--- src/rtl/imem_loader.sv ---
// imem_loader: receives a framed byte stream from the host link, packs it into
// 32-bit instruction words and writes them through BRAM port A of the
// instruction memory. The processor is held in reset until a checksum-verified
// image has been completely written.
//
// Frame: LEN_LO, LEN_HI (word count N, little-endian), N*4 data bytes
// (little-endian per word), one checksum byte (XOR of all data bytes).
//
// Ports:
//   clock       system clock, also BRAM clka
//   reset       synchronous active-high reset
//   rx_data     incoming byte
//   rx_valid    rx_data valid this cycle
//   rx_ready    loader accepts a byte (transfer on rx_valid && rx_ready)
//   reload      single-cycle pulse restarting a load
//   mem_en      BRAM ena (always equal to mem_we)
//   mem_we      BRAM wea, one-cycle pulse per word
//   mem_addr    BRAM addra, word address
//   mem_wdata   BRAM dina
//   cpu_hold    1 = keep the processor in reset
//   load_done   image loaded and verified
//   load_error  load rejected
module imem_loader #(
    parameter int unsigned ADDR_WIDTH = 10
) (
    input  logic                  clock,
    input  logic                  reset,
    input  logic [7:0]            rx_data,
    input  logic                  rx_valid,
    output logic                  rx_ready,
    input  logic                  reload,
    output logic                  mem_en,
    output logic                  mem_we,
    output logic [ADDR_WIDTH-1:0] mem_addr,
    output logic [31:0]           mem_wdata,
    output logic                  cpu_hold,
    output logic                  load_done,
    output logic                  load_error
);

    localparam int unsigned DEPTH = 2 ** ADDR_WIDTH;
    localparam int unsigned CNT_W = 16;

    typedef enum logic [2:0] {
        LEN_LO,
        LEN_HI,
        DATA,
        CSUM,
        DONE,
        ERROR
    } state_t;

    state_t           state;
    logic [CNT_W-1:0] n_words;
    logic [CNT_W-1:0] word_idx;
    logic [1:0]       byte_idx;
    logic [23:0]      byte_buf;
    logic [7:0]       csum;

    logic             rx_fire_c;
    logic [CNT_W-1:0] len_c;
    logic             last_word_c;

    assign rx_fire_c   = rx_valid && rx_ready;
    // Full word count as it stands once the high length byte arrives
    assign len_c       = {rx_data, n_words[7:0]};
    assign last_word_c = (word_idx == (n_words - CNT_W'(1)));

    // Loader FSM with registered outputs
    always_ff @(posedge clock) begin
        if (reset) begin
            state      <= LEN_LO;
            rx_ready   <= 1'b1;
            mem_en     <= 1'b0;
            mem_we     <= 1'b0;
            mem_addr   <= '0;
            mem_wdata  <= '0;
            cpu_hold   <= 1'b1;
            load_done  <= 1'b0;
            load_error <= 1'b0;
            n_words    <= '0;
            word_idx   <= '0;
            byte_idx   <= '0;
            byte_buf   <= '0;
            csum       <= '0;
        end else begin
            // Write strobe is a single-cycle pulse unless re-armed below
            mem_en <= 1'b0;
            mem_we <= 1'b0;

            if (reload) begin
                // reload wins over a coincident byte, which is dropped
                state      <= LEN_LO;
                rx_ready   <= 1'b1;
                cpu_hold   <= 1'b1;
                load_done  <= 1'b0;
                load_error <= 1'b0;
                n_words    <= '0;
                word_idx   <= '0;
                byte_idx   <= '0;
                byte_buf   <= '0;
                csum       <= '0;
            end else if (rx_fire_c) begin
                case (state)
                    LEN_LO: begin
                        n_words[7:0] <= rx_data;
                        state        <= LEN_HI;
                    end
                    LEN_HI: begin
                        n_words[15:8] <= rx_data;
                        word_idx      <= '0;
                        byte_idx      <= '0;
                        csum          <= '0;
                        if (32'(len_c) > DEPTH) begin
                            state      <= ERROR;
                            rx_ready   <= 1'b0;
                            load_error <= 1'b1;
                        end else if (len_c == '0) begin
                            state <= CSUM;
                        end else begin
                            state <= DATA;
                        end
                    end
                    DATA: begin
                        csum     <= csum ^ rx_data;
                        byte_idx <= byte_idx + 2'd1;
                        case (byte_idx)
                            2'd0: byte_buf[7:0]   <= rx_data;
                            2'd1: byte_buf[15:8]  <= rx_data;
                            2'd2: byte_buf[23:16] <= rx_data;
                            default: begin
                                // Fourth byte completes the word: issue the write
                                mem_wdata <= {rx_data, byte_buf};
                                mem_addr  <= ADDR_WIDTH'(word_idx);
                                mem_we    <= 1'b1;
                                mem_en    <= 1'b1;
                                word_idx  <= word_idx + CNT_W'(1);
                                if (last_word_c) begin
                                    state <= CSUM;
                                end
                            end
                        endcase
                    end
                    CSUM: begin
                        rx_ready <= 1'b0;
                        if (rx_data == csum) begin
                            state     <= DONE;
                            cpu_hold  <= 1'b0;
                            load_done <= 1'b1;
                        end else begin
                            state      <= ERROR;
                            load_error <= 1'b1;
                        end
                    end
                    default: begin
                        // DONE / ERROR: rx_ready is low, nothing to accept
                        state <= state;
                    end
                endcase
            end
        end
    end

endmodule

--- config.mk ---
export PLATFORM = sky130hd
export DESIGN_NAME = imem_loader
export DESIGN_NICKNAME = d
export VERILOG_FILES = /design/src/rtl/imem_loader.sv
export SDC_FILE = /design/constraint.sdc
export NUM_CORES = 1
export LEC_CHECK = 0
export CAP_MARGIN = 25
export CORE_MARGIN = 4
export CORE_UTILIZATION = 45
export DETAILED_ROUTE_END_ITERATION = 16
export PLACE_DENSITY = 0.66
export SETUP_SLACK_MARGIN = 0.4
export SKIP_LAST_GASP = 1
export SYNTH_ARGS = -nofsm -noshare
export SYNTH_HDL_FRONTEND = slang
export SYNTH_SLANG_ARGS = --single-unit
--- constraint.sdc ---
create_clock -name clock -period 3.1 [get_ports clock]
set_input_delay 0.31 -clock clock [delete_from_list [all_inputs] [get_ports clock]]
set_output_delay 0.31 -clock clock [all_outputs]
set_load 0.01 [all_outputs]
# Word-level counts from Yosys, hierarchy flattened
# Index checks and enable logic that the tools add are counted.
dict set report word_totals {
  reg_bits 116
  inputBits 12
  out_inout_bits 48
  wordCells 74
}
dict set report classes {
  n_addsub 3
  order_cmp 1
  n_eq_ne 11
  n_mux 16
  bitwise 5
  reduce_logical 22
}
# operator n
set op_table {}
lappend op_table {{16-bit one-hot mux with 2 select lines} 1}
lappend op_table {{3-bit AND reduction} 6}
lappend op_table {{16-bit by 1-bit adder with 16-bit output, second input constant} 1}
lappend op_table {{16-bit == test} 1}
lappend op_table {{16-bit by 11-bit greater-than comparator with 1-bit output, second input constant} 1}
lappend op_table {{16-bit logical NOT} 1}
lappend op_table {{16-bit two-way mux} 1}
lappend op_table {{8-bit one-hot mux with 2 select lines} 1}
lappend op_table {{16-bit by 1-bit subtractor with 16-bit output, second input constant} 1}
lappend op_table {{3-bit one-hot mux with 4 select lines} 1}
lappend op_table {{4-bit AND reduction} 3}
lappend op_table {{3-bit two-way mux} 3}
lappend op_table {{8-bit == test} 1}
lappend op_table {{2-bit != test, second input constant} 4}
lappend op_table {{8-bit XOR} 1}
lappend op_table {{3-bit by 2-bit == test with 1-bit output, second input constant} 2}
lappend op_table {{1-bit two-way mux} 6}
lappend op_table {{2-bit AND reduction} 3}
lappend op_table {{1-bit inverter} 4}
lappend op_table {{1-bit one-hot mux with 2 select lines} 2}
lappend op_table {{2-bit one-hot mux with 2 select lines} 1}
lappend op_table {{2-bit nonzero test} 2}
lappend op_table {{4-bit nonzero test} 1}
lappend op_table {{4-bit OR reduction} 1}
lappend op_table {{other kinds (9)} 9}

# Depth between registers and ports, before layout
# Gate-level depths: netlist (run 1).
dict set report logic_depth {
  depth_word 5
  mapped_depth 8
  depth_no_buf 8
}

# Least setup slack after synthesis (run 1)
# OpenSTA, ideal clock, no wires.
dict set report synth_path {
  kind {reg2reg}
  startpoint {register n_words[0]}
  endpoint {register state[0]}
  setup_time_ns 0.084
  t_arrival_ns 2.299
  t_required_ns 3.016
  setup_slack_ns 0.717
  path_stages_with_launch 8
  n_path_buf 1
  period_less_slack_ns 2.383
  path_cell_list {dfxtp_1 > or4_1 > buf_2 > or4b_1 > nand3_1 > a31oi_1 > or4b_1 > o31ai_2}
}
dict set report synth_via {
  elab_chain_cells 4
  elab_cells_between_ends 9
  classes_between {1 x add/sub; 1 x order compare; 2 x eq/ne; 3 x mux; 2 x reduce/logical}
}
# item line_no
set synth_lines {}
lappend synth_lines {{start: declaration} 54} ;# logic [CNT_W-1:0] n_words;
lappend synth_lines {{start signal: assignment} 106} ;# n_words[7:0] <= rx_data;
lappend synth_lines {{16-bit by 1-bit subtractor with 16-bit output or 16-bit logical NOT (tied branches)} {67, 118}}
lappend synth_lines {{16-bit == test or 1-bit two-way mux (tied branches)} {67, 118}}
lappend synth_lines {{2-bit != test (no line) or 3-bit two-way mux (tied branches)} --}
lappend synth_lines {{4-bit AND reduction (no line) or 3-bit one-hot mux with 4 select lines (tied branches)} --}
lappend synth_lines {{end signal: assignment} 157} ;# state <= state;
lappend synth_lines {{end: declaration} 53} ;# state_t state;
# Several ways; a longest one is shown, not always the timed one.
# A chain may end at the register's enable or synchronous reset.

# Worst setup path in the final report (run 1)
# Same ends and word-level chain as after synthesis.

==> metrics.md, run 1 <==
| Metric | Value |
|---|---|
| CP Max Fanout | 7 |
| Kind of critical path | flop to flop |
| Clk_skew | 0.00887 ns |
| Clock latency on the worst-skew pair | 0.41 ns |
| WL/cell | 15.5 um |
| Clock sinks | 116 |
| Max_cap viols | 0 |
| RSZ-0062 raised after global routing | false |
| Required time worst endpoint | 3.42 ns |
| Via count | 4606 |
| RD Place Congestion | 0.851 |
| Syn nets | 662 |
| Non-Filler Instances | 848 |
| PortBufs | 59 |
| Clock buffer count from CTS | 17 |
| First-pass GRT wire length | 22000 um |
| Worst Reg-to-Reg Cells | 6 |
| Post-DRT Antenna Nets | 0 |
| Die H | 115 um |
| Final period util | 82.1% |
| Flop pwr share | 39.7% |
| Depth of the CTS H-tree | 4 |
| Vias in the first global route | 4497 |
| TritonRoute pass-1 iters | 5 |
| Arrival time at the worst endpoint | 2.86 ns |
| Routed vias/inst | 5.43 |
| Root Driver | clkbuf_16 |
| Sequential fraction of the synthesis area | 45.4% |
| Status | finished clean |
| 1st-iter DRT viols | 266 |
| Final max-slew violation count | 0 |
| Largest net degree at the start of global routing | 45 |
| Static leakage | 2.16 nW |
| CP max stage delay | 0.66 ns |
| Setup crit start kind | flop |
| Combinational group share of total power | 5.1% |
| Maximum vdd ir drop | 0.340 mV |
| Clk buf depth | 2 |
| IO Count | 60 |
| Final min period | 2.55 ns |
| GRT Residual Overflow | 0 |
| Main flop type after synthesis | dfxtp_1 |
| Least-Margin Pin Slew | 0.792 ns |
| Drt total wl | 13100 um |
| Setup bufs post-CTS | 0 |
| Min-Delay Path Depth | 2 |
| Synth Instances | 643 |
| Hold Crit Class | flop to flop |
| Core area | 0.0110 mm^2 |
| Ant diodes | 0 |
| Switching share of power | 22.2% |
| Area Overhead vs Synth | 27.2% |
| CTS tree | yes |
| Finish-stage setup viols | 0 |
| PD cells | 584 mW/mm^2 |
| Post-synth EDFFs | 0 |
| Post-route DRC violation count | 0 |
| Ys async rst share | 0% |
| Endpoints failing hold | 0 |
| Inst Count DP | 816 |
| Clock Power Share | 55.2% |
| Share of layout cells above drive strength 1 | 9.04% |
| Fmax | 393 MHz |
| Setup TNS | 0 ns |
| Yosys warnings | 0 |
| Final #Nets | 714 |
| Initial antenna violation count | 0 |
| Std-Cell Rows | 38 |
| Crit-path cells | or4_1 -> or4b_1 -> nand3_1 -> a31oi_1 -> or4b_1 -> o31ai_2 |
| Die width | 115 um |
| Most common cell after layout, fill and taps aside | nand2_1 |
| Die area | 0.0131 mm^2 |
| Total track usage | 21.1% |
| Critical-path top delay cell | or4_1 |
| Crit end category | flop |
| Most frequent cells in the layout | nand2_1, dfxtp_1, a21oi_1, clkdlybuf4s50_1, nor2_1 |
| Cell Area, Synth | 0.00511 mm^2 |
| Post-Syn Area per Cell | 7.95 um^2 |
| Starting Density | 46.5% |
| Most frequent cell on the critical path | or4b_1 |
| Dpl hpwl | 8940 um |
| Cell-internal power | 2.95 mW |
| Switch Pwr | 0.842 mW |
| Synth unique cells | 50 |
| Worst slew margin | 47.2% |
| Synth Register Bits | 116 |
| Clock transition at path regs | 0.06 ns |
-- state kept, by name (all words and copies together), names as in the netlist, 2 cells and up --
name	flops
byte_idx	2
n_words	16
csum	8
state	3
word_idx	16
mem_wdata	32
mem_addr	10
byte_buf	24
-- worst max-delay path: cells and delay by family, from the launching register on --
kind | cells | cell delay, ns
AND/OR/NAND/NOR | 4 | 1.81
flip-flops | 1 | 0.36
AO/OA/AOI/OAI | 2 | 0.29
-- area by class of cell --
cell class	instances	area, um^2
Fill cell	974	4480
Multi-Input combinational cell	472	2590
Sequential cell	116	2320
Timing Repair Buffer	79	741
Clock buffer	18	439
Clock inverter	14	199
Tap cell	140	175
Inverter	9	33.8
-- path summary, 6_finish.rpt --
path | startpoint | to | slack, ns
max | n_words[0] | state[0] | 0.55
min reg2reg | mem_addr[8] | mem_addr[8] | 0.45
max reg2reg | n_words[0] | state[0] | 0.55
min | mem_addr[8] | mem_addr[8] | 0.45
-- cell usage after synthesis (all sizes together), types with 10 or more instances --
| cell | count | area (um^2) |
|---|---|---|
| xor2 | 11 | 96.3 |
| nand3 | 37 | 185 |
| o21ai | 27 | 135 |
| a21oi | 90 | 450 |
| xnor2 | 29 | 273 |
| nand3b | 10 | 75.1 |
| dfxtp | 116 | 2320 |
| nand2 | 132 | 495 |
| clkbuf | 42 | 158 |
| nor2 | 52 | 195 |
| mux2i | 10 | 100 |
-- power groups by stage --
stage / Clock (mW) / Sequential (mW) / Combinational [mW]
3_5_place_dp: 0 / 1.54 / 0.189
3_3_place_gp: 0 / 1.54 / 0.186
2_1_floorplan: 0 / 1.54 / 0.123
5_1_grt: 2.21 / 1.51 / 0.209
4_1_cts: 2.13 / 1.51 / 0.190
6_report: 2.10 / 1.51 / 0.192
-- routing by layer --
layer	GRT usage (%)	wire (um)
met1	27.7	5980
met2	33.4	6160
met3	5.34	739
met4	7.76	230
met5	0	0
-- through the flow --
step	cell area, um^2	hold WS [ns]	worst slack (ns)	power [mW]	utilization [%]
floorplan	5110	0.432	0.717	1.66	-
global placement	5850	0.445	0.515	1.72	53.3
detailed placement	5850	0.449	0.499	1.73	53.3
CTS	6490	0.457	0.498	3.82	59.1
global route	6500	0.465	0.456	3.92	59.2
finish	6500	0.453	0.554	3.80	59.2
-- logic make-up (layout without fill, tap and decap cells) --
group / after synthesis / in the layout / synth area share, %
adder cells (fa/ha/maj): 7 / 7 / 1.71
flip-flops: 116 / 116 / 45.4
AND/OR/NAND/NOR: 281 / 281 / 25.2
multiplexers: 11 / 11 / 2.18
XOR/XNOR: 40 / 40 / 7.22
buffers and inverters: 55 / 120 / 4.16
AO/OA/AOI/OAI: 133 / 133 / 14.1
-- timing repair --
item                       4_1_cts  5_1_grt
hold endpoints to repair         0        0
hold buffers                     0        0
setup endpoints to repair        0        1
gates resized for setup          0        1
Power figures use the tool's default switching activity.
==> inputs of run 2 (changes only) <==
--- a/config.mk
+++ b/config.mk
@@ -9,7 +9,7 @@
 export CORE_MARGIN = 4
 export CORE_UTILIZATION = 45
 export DETAILED_ROUTE_END_ITERATION = 16
-export PLACE_DENSITY = 0.66
+export PLACE_DENSITY = 0.69
 export SETUP_SLACK_MARGIN = 0.4
 export SKIP_LAST_GASP = 1
 export SYNTH_ARGS = -nofsm -noshare
==> constraint.sdc (replaced) <==
create_clock -name clock -period 2.1 [get_ports clock]
set_input_delay 0.21 -clock clock [delete_from_list [all_inputs] [get_ports clock]]
set_output_delay 0.21 -clock clock [all_outputs]
set_load 0.01 [all_outputs]
==> metrics.md, run 2 (synthesized netlist as in run 1, its figures left out) <==
| Metric | Value |
|---|---|
| Starting Density | 46.5% |
| Final worst slack | -0.376 ns |
| Static leakage | 3.41 nW |
| Failing checks | setup timing |
| Final max-slew violation count | 0 |
| Switching share of power | 24.2% |
| Clk_skew | 0.00861 ns |
| Maximum vdd ir drop | 0.572 mV |
| Fill cells | 607 |
| Ant diodes | 0 |
| CP Max Fanout | 7 |
| Dpl hpwl | 9720 um |
| PD cells | 663 mW/mm^2 |
| TritonRoute pass-1 iters | 6 |
| Most common cell after layout, fill and taps aside | dfxtp_1 |
| Clock buffer count from CTS | 17 |
| Switch Pwr | 1.41 mW |
| Pre-CTS setup slack | -0.183 ns |
| Final min period | 2.48 ns |
| Total track usage | 29.0% |
| WL/cell | 25.8 um |
| RSZ-0062 raised after global routing | true |
| RD Place Congestion | 0.883 |
| CP delay by family, top | simple AND/OR/NAND/NOR gates |
| Final #Nets | 809 |
| Area of the multi-input gates | 0.00377 mm^2 |
| Crit end category | flop |
| Least-Margin Pin Slew | 0.879 ns |
| Top Registers | mem_wdata x32, byte_buf x24 |
| Die H | 115 um |
| Depth of the CTS H-tree | 4 |
| Arrival time at the worst endpoint | 2.82 ns |
| Endpoints failing hold | 0 |
| Finish-stage setup viols | 1 |
| IO Count | 60 |
| Critical-path top delay cell | or4b_4 |
| Via count | 6131 |
| Crit-path cells | nor4_1 -> buf_4 -> nor3b_1 -> a31oi_1 -> or4b_4 -> o31ai_4 |
| Hold Worst Slack | 0.182 ns |
| Post-route DRC violation count | 0 |
| Die width | 115 um |
| Pwr Total | 5.81 mW |
| Register Area | 0.00233 mm^2 |
| Largest register by flop count | mem_wdata |
| Routed vias/inst | 6.50 |
| Share of layout cells above drive strength 1 | 46.1% |
| First-pass GRT wire length | 29000 um |
| CTS tree | yes |
| Cell-internal power | 4.40 mW |
| Final core occ | 79.8% |
| 1st-iter DRT viols | 687 |
| Die area | 0.0131 mm^2 |
| Status | finished, violations left |
| Finished Cell Area | 0.00876 mm^2 |
| Clk buf depth | 2 |
| Final period util | 118% |
| Fmax | 404 MHz |
| Post-DRT Antenna Nets | 0 |
| Placed inst area | 0.00617 mm^2 |
| Setup crit start kind | flop |
| Buf/Inv on CP | 1 |
| Combinational group share of total power | 7.7% |
| Largest register FFs | 32 |
| Clock latency on the worst-skew pair | 0.42 ns |
| Hold Crit Class | primary input to flop |
| Clock Power Share | 54.1% |
| Drt total wl | 24300 um |
| Area Overhead vs Synth | 71.5% |
| GRT Residual Overflow | 0 |
| Largest net degree at the start of global routing | 47 |
| Kind of critical path | flop to flop |
| Max_cap viols | 0 |
| Vias in the first global route | 5487 |
| Clock sinks | 116 |
| CP max stage delay | 0.58 ns |
| Most frequent cells in the layout | dfxtp_1, a21oi_2, buf_4, clkdlybuf4s50_1, nand2_1 |
| PortBufs | 59 |
| Worst slew margin | 41.4% |
| Initial antenna violation count | 0 |
| Flop pwr share | 38.2% |
| Core area | 0.0110 mm^2 |
| Clock transition at path regs | 0.06 ns |
| Std-Cell Rows | 38 |
| Root Driver | clkbuf_16 |
| Required time worst endpoint | 2.44 ns |
run 2: changes by cell type in the layout (fill, tap and decap cells not counted), moves of 9 or more:
cell	change
a21oi_1	-69
nand2_1	-80
nand3_2	+16
buf_12	+10
nand2_4	+43
a21oi_2	+68
nand3_1	-24
o21ai_0	-9
buf_6	+27
buf_4	+40
nand2_2	+35
run 2: power by group through the flow:
stage	Sequential (mW)	Combinational (mW)	Clock, mW
after floorplan	2.27	0.185	0
after global placement	2.27	0.309	0
after detailed placement	2.27	0.315	0
after CTS	2.22	0.344	3.09
after global routing	2.22	0.457	3.25
final	2.22	0.445	3.14
run 2: worst register-to-register path: cells and delay by family, from the launching register on:
| kind | cells | cell delay (ns) |
|---|---|---|
| AOI/OAI and AO/OA | 2 | 0.35 |
| buffers and inverters | 1 | 0.24 |
| DFF | 1 | 0.39 |
| and+or+nand+nor | 3 | 1.42 |
run 2: worst paths after layout:
kind	from	to	slack, ns	cells after the start
min reg2reg	mem_addr[8]	mem_addr[8]	0.46	2
max	n_words[7]	state[0]	-0.38	6
min	rx_data[3]	mem_wdata[27]	0.18	3
max reg2reg	n_words[7]	state[0]	-0.38	6
run 2: metal layers:
metal  GRT usage [%]  wire [um]
met1            34.7       8400
met2            49.3      11100
met3            4.76       2500
met4            16.0       2250
met5               0          0
run 2: area by class of cell:
cell class                      instances  share of cell area, %
Tap cell                              140                   2.00
Clock buffer                           20                   5.10
Timing Repair Buffer                  167                   20.8
Sequential cell                       116                   26.6
Inverter                                9                  0.386
Multi-Input combinational cell        479                   43.1
Clock inverter                         12                   2.03
run 2: metrics by stage:
stage | setup TNS (ns) | instances
2_1_floorplan | -0.224 | 643
5_1_grt | -0.577 | 943
4_1_cts | -0.187 | 924
6_report | -0.376 | 943
3_3_place_gp | -0.257 | 849
3_5_place_dp | -1.45 | 849
run 2: repair_timing:
action                     4_1_cts  5_1_grt
pin swaps                       60      125
resized for setup              127      221
cloned                          16        2
buffers inserted                27       17
setup endpoints to repair       89      108
hold buffers                     0        0
==> inputs of run 3 (changes only) <==
--- a/config.mk
+++ b/config.mk
@@ -5,10 +5,12 @@
 export SDC_FILE = /design/constraint.sdc
 export NUM_CORES = 1
 export LEC_CHECK = 0
+export ABC_AREA = 1
 export CAP_MARGIN = 25
 export CORE_MARGIN = 4
 export CORE_UTILIZATION = 45
 export DETAILED_ROUTE_END_ITERATION = 16
+export GPL_TIMING_DRIVEN = 0
 export PLACE_DENSITY = 0.69
 export SETUP_SLACK_MARGIN = 0.4
 export SKIP_LAST_GASP = 1
==> metrics.md, run 3 <==
| Metric | Value |
|---|---|
| Initial antenna violation count | 0 |
| Post-Syn Area per Cell | 7.32 um^2 |
| Post-synthesis mux area share | 0% |
| Least-Margin Pin Slew | 0.604 ns |
| Busiest layer in global routing | met2 |
| PD cells | 822 mW/mm^2 |
| Syn nets | 724 |
| 1st-iter DRT viols | 313 |
| CTS tree | yes |
| Arrival time at the worst endpoint | 2.10 ns |
| Post-route DRC violation count | 0 |
| Crit end category | flop |
| RSZ-0062 raised after global routing | true |
| Met3 Usage GRT | 5.58% |
| Synth unique cells | 41 |
| Final #Nets | 811 |
| Kind of critical path | flop to flop |
| Hold Path Origin | rx_data[7] |
| Fmax | 559 MHz |
| Largest net degree at the start of global routing | 17 |
| Crit-path cells | nor2_1 -> nand2_2 -> nor2_4 -> inv_1 -> nor2_2 -> nand2_1 -> xnor2_1 -> nor2_1 -> nand2_2 -> a21oi_2 -> nor2_1 |
| GRT Residual Overflow | 0 |
| Share of layout cells above drive strength 1 | 15.9% |
| Setup crit start kind | flop |
| Synth top area cells | dfxtp_1, nor2_1, o21ai_0 |
| Starting Density | 46.8% |
| Max_cap viols | 0 |
| Vias in the first global route | 4645 |
| Clock latency on the worst-skew pair | 0.42 ns |
| CP max stage delay | 0.36 ns |
| Placed inst area | 0.00586 mm^2 |
| Die H | 115 um |
| Clock sinks | 116 |
| Post-synthesis compound-gate area fraction | 14.4% |
| Final core occ | 61.0% |
| Worst Reg-to-Reg Cells | 11 |
| Final period util | 85.2% |
| Depth of the CTS H-tree | 4 |
| Status | finished clean |
| Clk buf depth | 2 |
| Required time worst endpoint | 2.41 ns |
| Synth Register Bits | 116 |
| Yosys warnings | 0 |
| Routing usage on met2 | 35.0% |
| Top cell type by total area after synthesis | dfxtp_1 |
| Worst setup startpoint | n_words[2] |
| Root Driver | clkbuf_16 |
| RD Place Congestion | 0.885 |
| Main combinational cell family by area after synthesis | simple AND/OR/NAND/NOR gates |
| Post-synthesis simple-gate area fraction | 27.5% |
| Most common cell in the netlist | nor2_1 |
| Sequential fraction of the synthesis area | 45.0% |
| Clk_skew | 0.00805 ns |
| Clock transition at path regs | 0.05 ns |
| PortBufs | 52 |
| Final min period | 1.79 ns |
| Adder-cell share of the synthesized area | 1.70% |
| Hold-fix buffers at CTS | 0 |
| Critical-path top delay cell | dfxtp_1 |
| Core area | 0.0110 mm^2 |
| Hold Crit Class | primary input to flop |
| Setup crit end | state[1] |
| Endpoints failing hold | 0 |
| Worst R2R Setup Slack | 0.31 ns |
| TritonRoute pass-1 iters | 5 |
| Largest register FFs | 32 |
| Area Overhead vs Synth | 30.4% |
| Total track usage | 21.5% |
| Hold Worst Slack | 0.267 ns |
| Final max-slew violation count | 0 |
| Worst R2R Start | n_words[2] |
| Via count | 4885 |
| Most frequent cells in the layout | nor2_1, dfxtp_1, nand2_1, o21ai_0, clkdlybuf4s50_1 |
| Main flop type after synthesis | dfxtp_1 |
| Dpl hpwl | 9740 um |
| CP delay by family, top | simple AND/OR/NAND/NOR gates |
| Cell Area, Synth | 0.00516 mm^2 |
| Worst slew margin | 59.7% |
| WL/cell | 14.6 um |
| Top Registers | mem_wdata x32, byte_buf x24 |
| Finish-stage setup viols | 0 |
| Ys async rst share | 0% |
| Die area | 0.0133 mm^2 |
| Synth Instances | 705 |
| Clock buffer count from CTS | 17 |
| Finished Cell Area | 0.00673 mm^2 |
| Most common library cells after synthesis | nor2_1, dfxtp_1, nand2_1, o21ai_0, inv_1 |
| Std-Cell Rows | 38 |
| Most common cell after layout, fill and taps aside | nor2_1 |
| Post-DRT Antenna Nets | 0 |
| Static leakage | 2.82 nW |
| Die width | 115 um |
| Crit path depth | 11 |
| Maximum vdd ir drop | 0.604 mV |
| Routed vias/inst | 5.17 |
| First-pass GRT wire length | 22500 um |
| Setup TNS | 0 ns |
| Post-synth EDFFs | 0 |
| Ant diodes | 0 |
| CP Max Fanout | 4 |
| Buf/Inv on CP | 1 |
| Synth top area share | 45.0% |
| Drt total wl | 13800 um |
| Most frequent cell on the critical path | nor2_1 |
| Post-Synth XOR/XNOR Area | 4.51% |
| Fill cells | 990 |
| Largest register by flop count | mem_wdata |
| Reg-to-reg endpoint | state[1] |
| IO Count | 60 |
| Met1 GRT Util | 27.3% |
[run 3: cell count changes in the layout (fill, tap and decap cells not counted), moves of 42 or more]
| cell | before | now |
|---|---|---|
| nor2_1 | 44 | 154 |
| o21ai_0 | 18 | 89 |
| a21oi_2 | 68 | 3 |
| buf_4 | 60 | 14 |
| inv_1 | 7 | 49 |
[run 3: cells by family after synthesis]
kind of cell | Yosys count
XOR/XNOR | 25
flip-flops | 116
AO/OA/AOI/OAI | 144
AND/OR/NAND/NOR | 322
adder cells (fa/ha/maj) | 7
buffers and inverters | 91
[run 3: area by class of cell]
cell class                 instances  area (um^2)  area share (%)
buffer                            28          125            1.86
clock buffer                      18          429            6.37
clock inverter                    14          161            2.40
inverter                          63          260            3.87
multi-input combinational        499         2620            38.9
sequential                       116         2330            34.7
tap                              140          175            2.60
timing repair buffer              65          618            9.18
timing repair inverter             2         10.0           0.149
[run 3: how the worst min path moves through the flow]
stage / to / slack, ns / cells past startpoint
floorplan: mem_we / 0.28 / 1
global placement: load_error / 0.44 / 2
detailed placement: load_error / 0.46 / 2
CTS: n_words[15] / 0.25 / 3
global route: mem_wdata[31] / 0.28 / 3
finish: mem_wdata[31] / 0.27 / 3
[run 3: routing by layer]
metal | vias to the layer above | routed length [um]
met5 | - | 0
met1 | 2272 | 6190
met2 | 139 | 6550
li1 | 2449 | -
met3 | 25 | 826
met4 | 0 | 265
[run 3: through the flow]
step	std cells	setup slack [ns]	total power, mW
floorplan	705	0.480	2.54
global route	945	0.172	5.71
detailed placement	897	-0.0937	2.63
CTS	939	0.353	5.53
finish	945	0.310	5.53
global placement	897	-0.0855	2.63
[run 3: worst min-delay path: stages]
cell and delay (ns):
clkbuf_1 0.22, nor2_1 0.16, nor2_1 0.05
[run 3: timing repair]
item | CTS | global route
buffers inserted | 9 | 4
gates cloned | 1 | 2
pin swaps | 17 | 10
gates resized for setup | 39 | 27
setup endpoints to repair | 43 | 62
[run 3: power by group]
part / switching [mW] / internal [mW] / leakage, nW
registers: 0.0216 / 2.22 / 0.939
logic: 0.266 / 0.142 / 1.60
clock network: 1.03 / 1.85 / 0.278
total: 1.32 / 4.21 / 2.82
